[src/rtl/mux_scan_ctrl.sv]
// Analog-mux scan sequencer: settles each channel address, fires one ADC conversion per
// channel and streams tagged samples out. Optional ADC timeout via MUX_SCAN_TIMEOUT_EN.
module mux_scan_ctrl #(
    parameter int NUM_CH      = 32,
    parameter int ADDR_W      = 6,
    parameter int DATA_W      = 12,
    parameter int SETTLE_CYC  = 50,
    parameter int TIMEOUT_CYC = 1000
) (
    input  logic              clk,
    input  logic              rst_n,
    input  logic              start,
    input  logic              continuous,
    input  logic              abort,
    output logic [ADDR_W-1:0] addr,
    output logic              adc_start,
    input  logic              adc_done,
    input  logic [DATA_W-1:0] adc_data,
    output logic              smp_valid,
    input  logic              smp_ready,
    output logic [ADDR_W-1:0] smp_ch,
    output logic [DATA_W-1:0] smp_data,
    output logic              frame_done,
    output logic              busy,
    output logic              err_timeout
);

    localparam logic [1:0] ST_IDLE   = 2'd0;
    localparam logic [1:0] ST_SETTLE = 2'd1;
    localparam logic [1:0] ST_WAIT   = 2'd2;
    localparam logic [1:0] ST_OUT    = 2'd3;

    // One counter times both the settle window and the ADC timeout.
    localparam int CNT_MAX = (SETTLE_CYC > TIMEOUT_CYC) ? SETTLE_CYC : TIMEOUT_CYC;
    localparam int CNT_W   = $clog2(CNT_MAX + 1);

    localparam logic [ADDR_W-1:0] LAST_CH     = ADDR_W'(NUM_CH - 1);
    localparam logic [CNT_W-1:0]  SETTLE_LAST = CNT_W'(SETTLE_CYC - 1);

    logic [1:0]        state_q,      state_d;
    logic [CNT_W-1:0]  cnt_q,        cnt_d;
    logic [ADDR_W-1:0] addr_q,       addr_d;
    logic              adc_start_q,  adc_start_d;
    logic              smp_valid_q,  smp_valid_d;
    logic [ADDR_W-1:0] smp_ch_q,     smp_ch_d;
    logic [DATA_W-1:0] smp_data_q,   smp_data_d;
    logic              frame_done_q, frame_done_d;

`ifdef MUX_SCAN_TIMEOUT_EN
    localparam logic [CNT_W-1:0] TIMEOUT_LAST = CNT_W'(TIMEOUT_CYC - 1);
    logic err_q, err_d;
`endif

    always_comb begin
        // NOTE: every signal gets a default here so no path leaves one unassigned (no latches).
        state_d      = state_q;
        cnt_d        = cnt_q;
        addr_d       = addr_q;
        adc_start_d  = 1'b0;
        smp_valid_d  = smp_valid_q;
        smp_ch_d     = smp_ch_q;
        smp_data_d   = smp_data_q;
        frame_done_d = 1'b0;
`ifdef MUX_SCAN_TIMEOUT_EN
        err_d        = err_q;
`endif

        if (abort) begin
            state_d     = ST_IDLE;
            smp_valid_d = 1'b0;
            cnt_d       = '0;
        end else begin
            case (state_q)
                ST_IDLE: begin
                    if (start) begin
                        addr_d  = '0;
                        cnt_d   = '0;
                        state_d = ST_SETTLE;
`ifdef MUX_SCAN_TIMEOUT_EN
                        err_d   = 1'b0;
`endif
                    end
                end
                ST_SETTLE: begin
                    cnt_d = cnt_q + CNT_W'(1);
                    if (cnt_q == SETTLE_LAST) begin
                        adc_start_d = 1'b1;
                        cnt_d       = '0;
                        state_d     = ST_WAIT;
                    end
                end
                ST_WAIT: begin
                    // A done strobe in the same cycle as the request belongs to no conversion.
                    if (adc_done && !adc_start_q) begin
                        smp_data_d  = adc_data;
                        smp_ch_d    = addr_q;
                        smp_valid_d = 1'b1;
                        state_d     = ST_OUT;
`ifdef MUX_SCAN_TIMEOUT_EN
                    end else if (cnt_q == TIMEOUT_LAST) begin
                        smp_data_d  = {DATA_W{1'b1}};
                        smp_ch_d    = addr_q;
                        smp_valid_d = 1'b1;
                        err_d       = 1'b1;
                        state_d     = ST_OUT;
                    end else begin
                        cnt_d = cnt_q + CNT_W'(1);
`endif
                    end
                end
                ST_OUT: begin
                    if (smp_ready) begin
                        smp_valid_d = 1'b0;
                        cnt_d       = '0;
                        if (addr_q != LAST_CH) begin
                            addr_d  = addr_q + ADDR_W'(1);
                            state_d = ST_SETTLE;
                        end else begin
                            frame_done_d = 1'b1;
                            if (continuous) begin
                                addr_d  = '0;
                                state_d = ST_SETTLE;
                            end else begin
                                state_d = ST_IDLE;
                            end
                        end
                    end
                end
                default: state_d = ST_IDLE;
            endcase
        end
    end

    // NOTE: sequential state uses <= so every flop samples pre-edge values regardless of order.
    always_ff @(posedge clk or negedge rst_n) begin
        if (!rst_n) begin
            state_q      <= ST_IDLE;
            cnt_q        <= '0;
            addr_q       <= '0;
            adc_start_q  <= 1'b0;
            smp_valid_q  <= 1'b0;
            smp_ch_q     <= '0;
            smp_data_q   <= '0;
            frame_done_q <= 1'b0;
        end else begin
            state_q      <= state_d;
            cnt_q        <= cnt_d;
            addr_q       <= addr_d;
            adc_start_q  <= adc_start_d;
            smp_valid_q  <= smp_valid_d;
            smp_ch_q     <= smp_ch_d;
            smp_data_q   <= smp_data_d;
            frame_done_q <= frame_done_d;
        end
    end

`ifdef MUX_SCAN_TIMEOUT_EN
    always_ff @(posedge clk or negedge rst_n) begin
        if (!rst_n) begin
            err_q <= 1'b0;
        end else begin
            err_q <= err_d;
        end
    end
    assign err_timeout = err_q;
`else
    assign err_timeout = 1'b0;
`endif

    assign addr       = addr_q;
    assign adc_start  = adc_start_q;
    assign smp_valid  = smp_valid_q;
    assign smp_ch     = smp_ch_q;
    assign smp_data   = smp_data_q;
    assign frame_done = frame_done_q;
    assign busy       = (state_q != ST_IDLE);

endmodule

[config.mk]
export PLATFORM = sky130hd
export DESIGN_NAME = mux_scan_ctrl
export DESIGN_NICKNAME = d
export VERILOG_FILES = /design/src/rtl/mux_scan_ctrl.sv
export SDC_FILE = /design/constraint.sdc
export NUM_CORES = 1
export LEC_CHECK = 0
export ABC_AREA = 1
export CORE_ASPECT_RATIO = 1.1
export CORE_MARGIN = 8
export CORE_UTILIZATION = 45
export CTS_BUF_LIST = sky130_fd_sc_hd__clkbuf_4
export CTS_CLUSTER_SIZE = 10
export DETAILED_ROUTE_END_ITERATION = 12
export PLACE_DENSITY = 0.83
export SLEW_MARGIN = 20
export SYNTH_ARGS = -nofsm -noshare
export SYNTH_HDL_FRONTEND = slang
export SYNTH_SLANG_ARGS = --single-unit
[constraint.sdc]
create_clock -name clk -period 2.7 [get_ports clk]
set_clock_uncertainty 0.2 [all_clocks]
set_input_delay 0.54 -clock clk [delete_from_list [all_inputs] [get_ports clk]]
set_output_delay 0.54 -clock clk [all_outputs]
set_load 0.01 [all_outputs]
==> reports/results.tsv <==
metric	value	unit
setup_viol	0	
cts_sinks	39	
tightest_slew	0.876	ns
fin_crit_sh	0.947	
nNetsFinal	319	
fp.dieW	81.5	µm
fin_crit	2.56	ns
hold_ws	0.0969	ns
h-tree-depth	2	
crit_required	1.96	ns
cp_common_cell	inv_1	
std_cell_rows	26	
critPathLaunchType	flop	
synth-seq-cells	39	
hold_viol	0	
drtIter0Drc	80	
cts_buffers	5	
min_path_type	primary input to async pin	
pwr-share-seq	0.402	
p_total	2.07	mW
synth_top_family_by_area	simple AND/OR/NAND/NOR gates	
syn_avg_cell_area	8.66	µm²
cts_resized	0	
clk_latency	0.35	ns
grt-ovfl-total	0	
ir_drop	0.000293	V
synthMuxAreaShare	0.0850	
clock-root-buffer	clkbuf_4	
final_antenna_net_count	0	
cts_tree	done	
initial_core_util	0.462	
cap_violations	0	
post_drt_wl_per_cell	12.9	µm
place_area	0.00260	mm²
drive_gt1_frac	0.116	
seq_area_frac_synth	0.460	
clk_pin_slew	0.12	ns
die_area	0.00717	mm²
grtUsageTotal	0.134	
synth_nets	271	
synth_adder_area_share	0.0413	
yosysWarnings	0	
p_int	1.32	mW
synth_compound_area_frac	0.0537	
vias_per_cell	4.89	
synth.cell_area	0.00212	mm²
rsz0062_at_grt	no	
cp_max_fo	5	
antenna_found_initial	0	
hpwl	3.49	mm
arrival	1.82	ns
io_buffers	46	
synth-xor-area-share	0.0124	
comb_power_share	0.460	
critPathKind	flop to output port	
cpPeakStageDelay	0.56	ns
finalSetupTns	0	ns
gp_congestion	0.834	
crit_chain	inv_1 > ha_1 > inv_1 > clkdlybuf4s50_1	
wl	4.51	mm
critPathSlowestCell	clkdlybuf4s50_1	
clockPowerShare	0.138	
crit_path_end_kind	output port	
yosys.area_share.simple	0.270	
n_antenna_cell	0	
slew_headroom	0.416	
fp.dieH	88	µm
fmax	391	MHz
p_sw	0.754	mW
syn2layout_area_growth	25.1	%
grt_pass1_vias	1683	
num_vias	1713	
p_leak	1.25	nW
ctsLongestPathBuffers	2	
ios	48	
dr.pass1.iters	4	
outcome	finished, final reports clean	
powerDensity	781	mW/mm²
synth_cells	245	
drv_slew	0	
grt_max_degree	40	
core-area	0.00459	mm²
p_sw_frac	0.364	
drc	0	
final_area	0.00265	mm²
post_cts_buffers	0	
synth_cell_type_count	28	
grt_pass1_wl	7.53	mm
hold_buffers	0	
-- critical path: cells and delay by family, from the launching register on --
kind | cells | cell delay (ns)
buf+inv | 3 | 0.79
flops | 1 | 0.43
fa+ha+maj | 1 | 0.25
-- power by group through the flow --
stage / registers (mW) / clock network [mW] / logic (mW)
3_3_place_gp: 0.839 / 0 / 0.941
5_1_grt: 0.857 / 0.324 / 1.04
2_1_floorplan: 0.890 / 0 / 0.495
4_1_cts: 0.834 / 0.300 / 0.967
6_report: 0.833 / 0.287 / 0.953
3_5_place_dp: 0.846 / 0 / 0.961
-- cells by family (layout without fill, tap and decap cells) --
| logic type | Yosys count | after routing |
|---|---|---|
| buf+inv | 36 | 85 |
| flops | 39 | 39 |
| compound gates | 22 | 22 |
| simple gates | 124 | 124 |
| fa+ha+maj | 7 | 7 |
| xor+xnor | 3 | 3 |
| other cells | 1 | 1 |
| mux | 13 | 13 |
-- per-stage QoR --
stage | setup WS (ns) | instances | util
5_1_grt | 0.0329 | 350 | 0.579
6_report | 0.142 | 350 | 0.579
3_3_place_gp | 0.398 | 342 | 0.567
4_1_cts | 0.123 | 350 | 0.579
3_5_place_dp | 0.353 | 342 | 0.567
2_1_floorplan | 1.04 | 245 | -
-- final cells by class --
type                       count  area (µm²)
sequential                    39         976
multi-input combinational    170         983
timing repair buffer          46         455
inverter                      31         116
fill                         409        1930
clock buffer                   5        37.5
tap                           56        70.1
clock inverter                 3        15.0
-- path summary, 6_finish.rpt --
kind | cells past startpoint | startpoint | end | slack (ns)
worst max-delay path | 4 | state_q[0]$_DFFE_PN0P_ | busy | 0.14
min in group clk | 2 | smp_ch[0]$_DFFE_PN0P_ | smp_ch[0]$_DFFE_PN0P_ | 0.31
worst min register to register | 2 | smp_ch[0]$_DFFE_PN0P_ | smp_ch[0]$_DFFE_PN0P_ | 0.31
worst min-delay path | 1 | rst_n | addr[4]$_DFFE_PN0P_ | 0.1
max in group asynchronous | 1 | rst_n | smp_data[9]$_DFFE_PN0P_ | 1.65
worst max register to register | 8 | state_q[1]$_DFFE_PN0P_ | addr[2]$_DFFE_PN0P_ | 0.82
-- per-layer routing --
layer / wire length [µm] / GRT usage
met1: 1890 / 0.152
met2: 2200 / 0.225
met3: 360 / 0.0380
met4: 57 / 0.0585
met5: 0 / 0
-- flip-flops by register name, summed over array words and instances (netlist names) --
signal / cells
smp_ch: 6
smp_valid: 1
cnt_q: 10
adc_start: 1
addr: 6
smp_data: 12
frame_done: 1
state_q: 2
-- cells in the mapped netlist --
cell	instances	area (µm²)
nand2_4	2	22.5
mux2_2	4	45.0
nand2_2	4	25.0
buf_6	3	33.8
nor2_1	27	101
nand2_1	63	236
nor4_1	1	6.26
and2_1	1	6.26
or2_2	1	6.26
o21ai_1	3	15.0
mux2_4	9	135
nand4_1	3	18.8
inv_2	2	7.51
a21oi_1	6	30.0
dfrtp_1	39	976
nor3_1	4	20.0
inv_1	29	109
clkbuf_1	1	3.75
xor2_1	3	26.3
o21ai_0	12	60.1
nor2_4	3	33.8
ha_1	7	87.6
o2bb2ai_1	1	8.76
nand3_1	13	65.1
nand3_2	1	10.0
buf_4	1	7.51
conb_1	1	3.75
nor2_8	1	20.0
-- placed cells by master, fill, tap and decap left out --
master,count
a21oi_1,6
and2_1,1
buf_2,1
clkbuf_4,5
clkdlybuf4s50_1,45
clkinv_1,2
clkinvlp_4,1
conb_1,1
dfrtp_1,39
ha_1,7
inv_1,29
inv_2,2
mux2_2,4
mux2_4,9
nand2_1,63
nand2_2,4
nand2_4,2
nand3_1,13
nand3_2,1
nand4_1,3
nor2_1,27
nor2_4,3
nor2_8,1
nor3_1,4
nor4_1,1
o21ai_0,12
o21ai_1,3
o2bb2ai_1,1
or2_2,1
xor2_1,3
Note: power is estimated with default switching activity, not from simulation.
